<file path="config.mk">
export PLATFORM = sky130hd
export DESIGN_NAME = fact_unit
export DESIGN_NICKNAME = d
export VERILOG_FILES = /design/src/rtl/fact_unit.sv
export SDC_FILE = /design/constraint.sdc
export NUM_CORES = 1
export LEC_CHECK = 0
export CAP_MARGIN = 20
export CORE_ASPECT_RATIO = 0.8
export CORE_MARGIN = 8
export CORE_UTILIZATION = 35
export CTS_CLUSTER_DIAMETER = 150
export DETAILED_ROUTE_END_ITERATION = 7
export GPL_ROUTABILITY_DRIVEN = 0
export PLACE_DENSITY = 0.5
export SYNTH_ARGS = -nofsm -noshare
export SYNTH_HDL_FRONTEND = slang
export SYNTH_SLANG_ARGS = --single-unit
</file>
<file path="constraint.sdc">
create_clock -name clk -period 5.1 [get_ports clk]
set_input_delay 0.51 -clock clk [delete_from_list [all_inputs] [get_ports clk]]
set_output_delay 0.51 -clock clk [all_outputs]
set_load 0.01 [all_outputs]
</file>
<file path="src/rtl/fact_unit.sv">
// fact_unit: iterative factorial engine for the FACT peripheral.
//
// Accepts an operand `n` with a `go` pulse and computes n! modulo 2^WIDTH,
// performing one multiply per clock. The result is held, with done/err
// status, until the next accepted `go`.
//
// Optional build macro:
//   FACT_OVERFLOW_CHECK_EN - when defined, `err` flags any multiply step whose
//                            full 2*WIDTH product spills past WIDTH bits.
//                            When undefined, `err` is tied low.
//
// Ports:
//   clk       in   system clock, rising edge
//   rst       in   synchronous active-high reset
//   go        in   start request, honoured only in IDLE or DONE
//   n         in   operand, captured on the accepted go edge
//   busy      out  high while multiplying (MULT)
//   done      out  high in DONE, result valid
//   err       out  overflow flag for the current/last operation
//   result    out  n! mod 2^WIDTH, held until the next accepted go
//   state_dbg out  current FSM state (0 IDLE, 1 MULT, 2 DONE)
//
// Handshake: go is a level-sampled request. It is accepted on any rising
// edge where the FSM is in IDLE or DONE and ignored otherwise; there is no
// ready output and requests made while busy are dropped, not queued.
module fact_unit #(
  parameter int WIDTH   = 32,
  parameter int N_WIDTH = 4
) (
  input  logic               clk,
  input  logic               rst,
  input  logic               go,
  input  logic [N_WIDTH-1:0] n,
  output logic               busy,
  output logic               done,
  output logic               err,
  output logic [WIDTH-1:0]   result,
  output logic [1:0]         state_dbg
);

  typedef enum logic [1:0] {
    S_IDLE = 2'd0,
    S_MULT = 2'd1,
    S_DONE = 2'd2
  } state_t;

  localparam logic [N_WIDTH-1:0] CNT_ONE  = N_WIDTH'(1);
  localparam logic [WIDTH-1:0]   PROD_ONE = WIDTH'(1);

  state_t             state_q, state_d;
  logic [N_WIDTH-1:0] count_q;
  logic [WIDTH-1:0]   product_q;
  logic [WIDTH-1:0]   result_q;
  logic [WIDTH-1:0]   prod_next;
  logic               accept, step, finish;

  // Next-state and strobe decode.
  always_comb begin
    state_d = state_q;
    accept  = 1'b0;
    step    = 1'b0;
    finish  = 1'b0;
    unique case (state_q)
      S_IDLE, S_DONE: begin
        if (go) begin
          accept  = 1'b1;
          state_d = S_MULT;
        end
      end
      S_MULT: begin
        // Counting down to 1 means n=0 and n=1 both finish with product 1.
        if (count_q > CNT_ONE) begin
          step = 1'b1;
        end else begin
          finish  = 1'b1;
          state_d = S_DONE;
        end
      end
      default: state_d = S_IDLE;
    endcase
  end

`ifdef FACT_OVERFLOW_CHECK_EN
  logic [2*WIDTH-1:0] full_prod;
  logic               ovf;
  logic               err_q;

  assign full_prod = {{WIDTH{1'b0}}, product_q} *
                     {{(2*WIDTH-N_WIDTH){1'b0}}, count_q};
  assign prod_next = full_prod[WIDTH-1:0];
  assign ovf       = |full_prod[2*WIDTH-1:WIDTH];

  // Sticky for one operation: cleared on accept, set by any spilling step.
  always_ff @(posedge clk) begin
    if (rst) begin
      err_q <= 1'b0;
    end else if (accept) begin
      err_q <= 1'b0;
    end else if (step && ovf) begin
      err_q <= 1'b1;
    end
  end

  assign err = err_q;
`else
  // Only the low WIDTH bits are needed, so the multiply is truncated.
  assign prod_next = product_q * {{(WIDTH-N_WIDTH){1'b0}}, count_q};
  assign err       = 1'b0;
`endif

  always_ff @(posedge clk) begin
    if (rst) begin
      state_q   <= S_IDLE;
      count_q   <= '0;
      product_q <= '0;
      result_q  <= '0;
    end else begin
      state_q <= state_d;
      if (accept) begin
        count_q   <= n;
        product_q <= PROD_ONE;
      end else if (step) begin
        product_q <= prod_next;
        count_q   <= count_q - CNT_ONE;
      end
      // result changes only on entry to DONE and holds through MULT.
      if (finish) begin
        result_q <= product_q;
      end
    end
  end

  // All outputs decode registered state only.
  assign busy      = (state_q == S_MULT);
  assign done      = (state_q == S_DONE);
  assign result    = result_q;
  assign state_dbg = state_q;

endmodule

</file>
==> qor_table.md <==
| Metric | This run | Unit |
|---|---|---|
| Biggest area consumer among synthesized cells | dfxtp_1 | - |
| Clock buffer depth | 2 | - |
| Shortest clock period the worst path allows after layout | 4465 | ps |
| H-tree levels | 3 | - |
| Number of enable flip-flop cells after synthesis | 0 | - |
| Area added between synthesis and finish | 15.02 | % |
| Maximum clock frequency | 224.0 | MHz |
| Pin slew with the least headroom to its limit | 886.1 | ps |
| Post-synthesis instance area | 0.006316 | mm² |
| Number of antenna-violating nets in the routed design | 0 | - |
| Multi-input logic area | 0.004328 | mm² |
| Final routed wire length divided by cell count | 16.02 | µm |
| Synthesized instance count | 828 | - |
| Number of antenna violations at the first check in global routing | 0 | - |
| Vias in the first global route | 5,185 | - |
| Top post-synthesis cells by area | dfxtp_1 22%, fa_1 18%, nand2_1 9.3% | - |
| Number of I/O port buffers | 42 | - |
| Kind of start point of the critical path | flop | - |
| Cell breakdown of the critical path | and2_1, fa_1, inv_1, fa_1, inv_1, ha_1, a21o_1, a31o_2, nor2_1, a31oi_1, a2111oi_0, o31ai_1, xnor2_1, o21ai_0 | - |
| Placeable core region | 0.01789 | mm² |
| Data required time at the worst endpoint | 5310 | ps |
| Clock edge transition at the registers on the reported setup and hold paths | 60 | ps |
| Post-CTS setup buffers | 0 | - |
| Total Neg Setup Slack | 0 | ps |
| Crit path kind | flop to flop | - |
| Post-cts gate resize count | 0 | - |
| Setup repair after global routing missed its margin | false | - |
| Floorplan die area | 0.02263 | mm² |
| Total number of nets in the final design | 953 | - |
| TritonCTS clock tree | built | - |
| Fraction of final layout cells sized beyond drive strength 1 | 0.04191 | - |
| Average cell area after synthesis | 7.628 | µm² |
| Sink Count | 70 | - |
| Chip Width | 166.2 | µm |
| Total instance count after detailed placement | 1,074 | - |
| Share of synthesized area occupied by flip-flops and latches | 0.2219 | - |
| Async SR Flop Fraction | 0 | - |
| Most frequent cells in the layout | 156 x nand2_1, 119 x inv_1, 84 x and2_1 | - |
| Synth Flop Type | dfxtp_1 | - |
| Setup Skew | 7.708 | ps |
| Final hold violation count | 0 | - |
| Antenna diode instance count | 0 | - |
| Worst vdd rail ir drop | 0.0001869 | V |
| Area of all placed cells without fillers | 0.007264 | mm² |
| Arr. time, crit path | 4680 | ps |
| Most common library cell in the layout ignoring fill and taps | nand2_1 | - |
| Distinct cells, synth | 51 | - |
| Synth top area share | 0.2219 | - |
| Run status | finished, final reports clean | - |
| Yosys reg bits | 70 | - |
| Largest stage delay on the critical path | 800 | ps |
| Ratio of final minimum period to clock period | 0.8755 | - |
| Total leakage power | 3.096 | nW |
| Overflow after GRT | 0 | - |
| Final setup fails | 0 | - |
| Number of max-cap violations | 0 | - |
| Height of the chip | 136.2 | µm |
| Max-slew violation count | 0 | - |
| Max-slew headroom | 0.3940 | - |
| Slowest-stage cell, CP | a2111oi_0 | - |
| Layout Cells excl Fill | 1,089 | - |
| First-pass GRT wire length | 28,670 | µm |
| Cell Rows | 44 | - |
| Number of buffers created by CTS | 9 | - |
| Post-detail-place hpwl | 12,940 | µm |
| Number of I/O pins | 44 | - |
| Via count of the routed design | 5,304 | - |
| Share of the core filled with cells | 0.4060 | - |
| Sequential cell area | 0.001401 | mm² |
| Number of fill cells in the layout | 1,873 | - |
| Type of the most critical hold path | flop to flop | - |
| Syn_nets | 926 | - |
| Nature of the critical path endpoint | flop | - |
| Worst skew pair latency | 350 | ps |
| Area post-placement | 0.006967 | mm² |
| Number of vias per cell | 4.871 | - |
| Maximum fanout along the worst path | 20 | - |
| Number of buffers inserted for hold repair after clock tree synthesis | 0 | - |
| Ratio of total power to cell area | 191.9 | mW/mm² |
| Starting density of the core | 0.3530 | - |
| Total chip power | 1.394 | mW |
| Number of search-and-repair iterations in the first detailed-routing pass | 5 | - |
| Overall routing resource usage | 0.1591 | - |
| Post-route DRC | 0 | - |
| Routed Wire Length | 17,450 | µm |
| Pin count of the biggest net entering global routing | 33 | - |
| Initial DRC Count | 342 | - |
| Root cell of the clock tree | clkbuf_16 | - |
| Ys Warns | 0 | - |
-- critical path, delay by kind of cell, from the launching register on --
family                   cells  cell delay (ps)
AO/OA/AOI/OAI                6             1640
XOR/XNOR                     1              210
adder cells (fa/ha/maj)      3             1420
buffers and inverters        2              100
flip-flops                   1              540
AND/OR/NAND/NOR              2              420
-- flip-flops by register name, summed over array words and instances (netlist names) --
| register | cells |
|---|---|
| count_q | 4 |
| product_q | 32 |
| result | 32 |
| state_dbg | 2 |
-- stage by stage --
| stage | hold WS (ps) | worst slack [ps] |
|---|---|---|
| 6_report | 450.8 | 635.1 |
| 5_1_grt | 475.6 | 355.5 |
| 4_1_cts | 454.7 | 638.1 |
| 3_5_place_dp | 446.3 | 647.1 |
| 3_3_place_gp | 443.7 | 681.8 |
| 2_1_floorplan | 445.3 | 1104 |
-- per-layer routing --
layer	vias up	part of all wire	track usage
met3	6	0.050	0.02757
met4	0	0.0073	0.03980
met5	-	0	0
li1	2677	-	-
met2	92	0.41	0.2349
met1	2529	0.53	0.2349
-- Yosys cell counts, types with 6 or more instances --
cell      count
o211ai_1      6
ha_1         34
nand2_1     156
a21o_1       11
nand3_1       7
xor2_1        8
clkbuf_1     31
fa_1         57
and2_1       84
nand2b_1      9
nor3_1        8
nor2_1       39
nor2b_1       6
inv_1       119
xnor2_1      19
o21ai_0      21
dfxtp_1      70
a21oi_1      81
o21a_1        6
-- final timing paths --
check / start / endpoint / slack (ps) / depth (start not counted)
worst max-delay path: count_q[3] / product_q[19] / 640 / 14
worst min-delay path: result[5] / result[5] / 450 / 2
worst max register to register: count_q[3] / product_q[19] / 640 / 14
worst min register to register: result[5] / result[5] / 450 / 2
-- report_power, final --
part           internal [mW]  leakage, nW  switching, mW
sequential             0.556        0.565         0.0312
clock                  0.390        0.141          0.267
combinational         0.0445         2.39          0.106
total                  0.991         3.10          0.403
-- kinds of logic (layout without fill, tap and decap cells) --
group,count (synthesis),in the layout,synth area share
muxes,2,2,0.004159
adders and majority gates,91,91,0.2480
and+or+nand+nor,324,324,0.2423
xor gates and xnor gates,27,27,0.03744
AOI/OAI and AO/OA,157,157,0.1517
DFF,70,70,0.2219
buffers and inverters,156,187,0.09390
other,1,1,0.0005937
-- cell type report --
type                       instances  share of cell area
tap                              230             0.03961
timing repair buffer              53             0.06924
clock buffer                      10             0.03290
multi-input combinational        602              0.5958
clock inverter                     5            0.008095
inverter                         119             0.06149
sequential                        70              0.1929
(Power assumes the default switching activity.)
